`src/rtl/seven_seg_capture.sv`:
```
// seven_seg_capture: decodes the multiplexed 7-seg bus into per-position digits.
// Optional hex glyphs (A-F) are enabled by defining SEG_DECODE_HEX_EN.
module seven_seg_capture #(
  parameter int STABLE_CYCLES = 4,
  parameter int CNT_W         = 3
) (
  input  logic        clk,
  input  logic        rst,
  input  logic [7:0]  seg_in,
  input  logic [3:0]  an_in,
  output logic [15:0] digits,
  output logic [3:0]  digit_valid,
  output logic [3:0]  dp,
  output logic        update,
  output logic [1:0]  upd_idx,
  output logic        pattern_err,
  output logic        anode_err
);

  logic [7:0]       s_seg;
  logic [3:0]       s_an;
  logic [11:0]      p_key;
  logic             s_ok;
  logic             p_ok;
  logic [CNT_W-1:0] cnt;
  logic             same;
  logic             commit;
  logic [2:0]       nz;
  logic [1:0]       idx;
  logic [4:0]       dec;

  // {hit, value}; hit=0 means the glyph is not a digit
  function automatic logic [4:0] decode(input logic [6:0] p);
    logic [4:0] r;
    r = 5'h0F;
    case (p)
      7'h40: r = 5'h10;
      7'h79: r = 5'h11;
      7'h24: r = 5'h12;
      7'h30: r = 5'h13;
      7'h19: r = 5'h14;
      7'h12: r = 5'h15;
      7'h02: r = 5'h16;
      7'h78: r = 5'h17;
      7'h00: r = 5'h18;
      7'h10: r = 5'h19;
`ifdef SEG_DECODE_HEX_EN
      7'h08: r = 5'h1A;
      7'h03: r = 5'h1B;
      7'h46: r = 5'h1C;
      7'h21: r = 5'h1D;
      7'h06: r = 5'h1E;
      7'h0E: r = 5'h1F;
`endif
      default: r = 5'h0F;
    endcase
    return r;
  endfunction

  // p_ok gates the first compare after reset so cleared regs never look like a run
  assign same   = p_ok && ({s_an, s_seg} == p_key);
  assign commit = same && (cnt == CNT_W'(STABLE_CYCLES - 2));
  assign dec    = decode(s_seg[6:0]);

  // count lit anodes and remember which one
  always_comb begin
    nz  = 3'd0;
    idx = 2'd0;
    for (int i = 0; i < 4; i++) begin
      if (!s_an[i]) begin
        nz  = nz + 3'd1;
        idx = 2'(i);
      end
    end
  end

  // input sampling and run-length counter
  always_ff @(posedge clk or posedge rst) begin
    if (rst) begin
      s_seg <= '0;
      s_an  <= '0;
      p_key <= '0;
      s_ok  <= 1'b0;
      p_ok  <= 1'b0;
      cnt   <= '0;
    end else begin
      s_seg <= seg_in;
      s_an  <= an_in;
      p_key <= {s_an, s_seg};
      s_ok  <= 1'b1;
      p_ok  <= s_ok;
      if (!same)
        cnt <= '0;
      else if (cnt < CNT_W'(STABLE_CYCLES))
        cnt <= cnt + 1'b1;
    end
  end

  // commit a stable run into the display image
  always_ff @(posedge clk or posedge rst) begin
    if (rst) begin
      digits      <= 16'hFFFF;
      digit_valid <= '0;
      dp          <= '0;
      update      <= 1'b0;
      upd_idx     <= '0;
      pattern_err <= 1'b0;
      anode_err   <= 1'b0;
    end else begin
      update      <= 1'b0;
      pattern_err <= 1'b0;
      anode_err   <= 1'b0;
      if (commit) begin
        if (nz >= 3'd2) begin
          anode_err <= 1'b1;
        end else if (nz == 3'd1) begin
          update      <= 1'b1;
          upd_idx     <= idx;
          dp[idx]     <= ~s_seg[7];
          if (dec[4]) begin
            digits[4*idx +: 4] <= dec[3:0];
            digit_valid[idx]   <= 1'b1;
          end else if (s_seg[6:0] == 7'h7F) begin
            digits[4*idx +: 4] <= 4'hF;
            digit_valid[idx]   <= 1'b0;
          end else begin
            digit_valid[idx] <= 1'b0;
            pattern_err      <= 1'b1;
          end
        end
      end
    end
  end

endmodule

```
`config.mk`:
```
export PLATFORM = sky130hd
export DESIGN_NAME = seven_seg_capture
export DESIGN_NICKNAME = d
export VERILOG_FILES = /design/src/rtl/seven_seg_capture.sv
export SDC_FILE = /design/constraint.sdc
export NUM_CORES = 1
export LEC_CHECK = 0
export ABC_AREA = 1
export CAP_MARGIN = 25
export CORE_AREA = 4 4 98 100
export CTS_BUF_LIST = sky130_fd_sc_hd__clkbuf_8
export DETAILED_ROUTE_END_ITERATION = 16
export DIE_AREA = 0 0 102 104
export HOLD_SLACK_MARGIN = 0.06
export PLACE_DENSITY = 0.61
export SLEW_MARGIN = 5
export SYNTH_ARGS = -nofsm -noshare
export SYNTH_HDL_FRONTEND = slang
export SYNTH_SLANG_ARGS = --single-unit
```
`constraint.sdc`:
```
create_clock -name clk -period 5.2 [get_ports clk]
set_input_delay 1.04 -clock clk [delete_from_list [all_inputs] [get_ports clk]]
set_output_delay 1.04 -clock clk [all_outputs]
set_load 0.005 [all_outputs]
```
==> impl_metrics.ini <==
[route]
routed_wire_length_per_instance_um = 10.99
post-route-drc-count = 0
route.detailed.vias_per_inst = 4.388
detail_route.first_pass.iterations = 4
detailedRoute.firstIterationViolations = 84
routed-via-count = 2352
routed_wirelength_mm = 5.890
antenna_violating_nets_remaining = 0

[cells_and_area]
final_area_um2 = 3749
drive_gt1_frac = 0.1472
fillCellCount = 880
final_cell_count_no_fill = 536
area_growth_pct = 25.46
multi_input_gate_area_in_the_final_layout_um2 = 1197
net_count_final = 447
num_antenna_cells = 0
register_area_um2 = 1471
fin_util = 0.4319

[synth]
synth_top_cell_area_share = 0.3518
synthesis.area_per_instance_um2 = 8.010
gate_count_post_synth = 373
synth_most_common_cell = sky130_fd_sc_hd__nand2_1
sequential_cell_area_fraction_in_the_yosys_report = 0.4925
synth_enable_flop_cells = 0
post-synth-top-area-cell = sky130_fd_sc_hd__dfrtp_1
postSynthRegisterBits = 58
most_numerous_cell_types_in_the_synthesized_netlist = 115 x sky130_fd_sc_hd__nand2_1, 65 x sky130_fd_sc_hd__inv_1, 42 x sky130_fd_sc_hd__dfrtp_1, 31 x sky130_fd_sc_hd__nor2_1
synth_area_um2 = 2988
synth.top_cells.by_area = sky130_fd_sc_hd__dfrtp_1 35%, sky130_fd_sc_hd__nand2_1 14%, sky130_fd_sc_hd__dfstp_2 14%, sky130_fd_sc_hd__inv_1 8.2%, sky130_fd_sc_hd__ha_1 4.2%
ys_dominant_reg_cell = sky130_fd_sc_hd__dfrtp_1
synth-async-reset-ratio = 1.000
netlist-cell-type-count = 28
synth_warn = 0
synth_nets = 397

[run]
drv.max_cap_violation_count = 0

[setup_path]
crit_required_ps = 5480
worst_ep_arrival_time_ps = 2730
worst-path-max-fanout = 5
cp-start-kind = flop
path_class = flop to flop
worst_setup_path_end_kind = flop

[timing]
slew_headroom = 0.5314
final.period_utilization = 0.4716
max_fclk_mhz = 407.8
finalHoldWorstSlack_ps = 341.6
report.final.slew_viol_count = 0
tightestPinTransition_ps = 703.0
grt_setup_unrepaired = no
setup_total_negative_slack_ps = 0
hold_violations = 0
finalWorstPathRequiredPeriod_ps = 2452
fin_worst_skew_ps = 13.41
report.final.setup_viol = 0

[cts]
clk-insertion-delay-late_ps = 340
number_of_setup_buffers_added_after_cts = 0
cts_repair_resize_count = 0
path_clk_slew_ps = 70
clock-sinks = 58
cts_max_level = 3
clock_tree_from_tritoncts = built
tritoncts.num_buffers = 9
clock_path_buffers = 2
clock_tree.root_cell = sky130_fd_sc_hd__clkbuf_8
ctsHoldBuffers = 0

[floorplan]
die-area_um2 = 10610
dieHeight_um = 104
boundaryPins = 43
chipWidth_um = 102
row_count = 34
placeableCoreArea_um2 = 8678
effective_utilization_at_floorplan = 0.3443

[place]
io_buffers = 42
number_of_instances_in_the_placed_design = 520
detailed_place_hpwl_mm = 4.444
gp_routability_congestion = 0.8524
postPlaceCellArea_um2 = 3521

[grt]
globalRouteTotalUtil = 0.1237
overflow = 0
first_global_vias = 2330
grt_antenna_before_repair = 0
grt_max_degree = 59
grt_first_pass_wirelength_mm = 10.50

[worst_hold_path]
hold_class = flop to flop

[power_and_ir_drop]
power_leakage_nw = 1.916
cellPowerDensity_nw_per_um2 = 274.2
ir_drop_mv = 0.1848

[run_status]
run_status = finished, final reports clean
registers in the layout, indices dropped and copies added (netlist names), named ones only:
| register | flops |
|---|---|
| s_ok | 1 |
| update | 1 |
| s_an | 4 |
| dp | 4 |
| digits | 16 |
| cnt | 3 |
| p_key | 12 |
| upd_idx | 2 |
| s_seg | 8 |
| pattern_err | 1 |
| p_ok | 1 |
| anode_err | 1 |
final timing paths:
| path | slack [ps] | to | cells past startpoint | start |
|---|---|---|---|---|
| max | 2750 | digits[6] | 15 | s_an[1] |
| max in group asynchronous | 3500 | s_ok | 3 | rst |
| min reg2reg | 340 | p_ok | 0 | s_ok |
| max reg2reg | 2750 | digits[6] | 15 | s_an[1] |
| min in group asynchronous | 1220 | dp[3] | 3 | rst |
| min | 340 | p_ok | 0 | s_ok |
power by group:
part / switching (mW) / leakage [nW] / internal, mW
combinational: 0.0534 / 1.11 / 0.0295
clock: 0.179 / 0.113 / 0.293
sequential: 0.0102 / 0.692 / 0.462
total: 0.243 / 1.92 / 0.785
area by class of cell:
cell class | count | share of cell area
clock buffers | 11 | 0.04039
clock inverters | 5 | 0.02036
inverters | 75 | 0.07510
multi-input cells | 235 | 0.3194
flip-flops and latches | 58 | 0.3925
well taps | 108 | 0.03605
repair buffers | 44 | 0.1162
worst max-delay path, cell delays in order, from the launching register on:
cell,delay (ps)
sky130_fd_sc_hd__dfrtp_1,410
sky130_fd_sc_hd__inv_1,80
sky130_fd_sc_hd__ha_1,310
sky130_fd_sc_hd__inv_1,60
sky130_fd_sc_hd__nand2_1,40
sky130_fd_sc_hd__nand2_1,100
sky130_fd_sc_hd__inv_1,50
sky130_fd_sc_hd__ha_1,270
sky130_fd_sc_hd__o21ai_1,150
sky130_fd_sc_hd__nand2_1,80
sky130_fd_sc_hd__nor2_2,150
sky130_fd_sc_hd__nand4_1,240
sky130_fd_sc_hd__nor2_1,260
sky130_fd_sc_hd__nand2_1,90
sky130_fd_sc_hd__nand2_1,70
sky130_fd_sc_hd__inv_1,30
cell usage in the layout, fill, tap and decap left out, drive strengths merged:
| cell type | n |
|---|---|
| o21ai | 18 |
| dfrtp | 42 |
| clkinvlp | 1 |
| a21oi | 3 |
| clkbuf | 11 |
| ha | 10 |
| nor4 | 1 |
| nor3 | 4 |
| clkinv | 2 |
| nor2 | 39 |
| bufinv | 2 |
| nand2 | 120 |
| buf | 2 |
| clkdlybuf4s50 | 42 |
| xnor2 | 2 |
| dfstp | 16 |
| inv | 75 |
| xor2 | 2 |
| nand3 | 19 |
| conb | 1 |
| nand4 | 16 |
layer usage:
layer  wire length, µm  global-route usage
met1              2758              0.1622
met4                91             0.05061
met3               348             0.03823
met2              2692              0.1880
met5                 0                   0
cells by family (layout without fill, tap and decap cells):
family                     count (synthesis)  in the layout  synth area share
and+or+nand+nor                          199            199            0.3107
buffers and inverters                     80            135            0.1068
DFF                                       58             58            0.4925
AOI/OAI and AO/OA                         21             21           0.03517
adders and majority gates                 10             10           0.04188
xor gates and xnor gates                   4              4           0.01173
other                                      1              1          0.001255
metrics by stage:
| stage | setup WS [ps] | power (mW) |
|---|---|---|
| 3_3_place_gp | 2813 | 0.5623 |
| 3_5_place_dp | 2734 | 0.5642 |
| 4_1_cts | 2716 | 1.045 |
| 6_report | 2748 | 1.028 |
| 2_1_floorplan | 2758 | 0.5381 |
| 5_1_grt | 2399 | 1.078 |
Power figures use the tool's default switching activity.
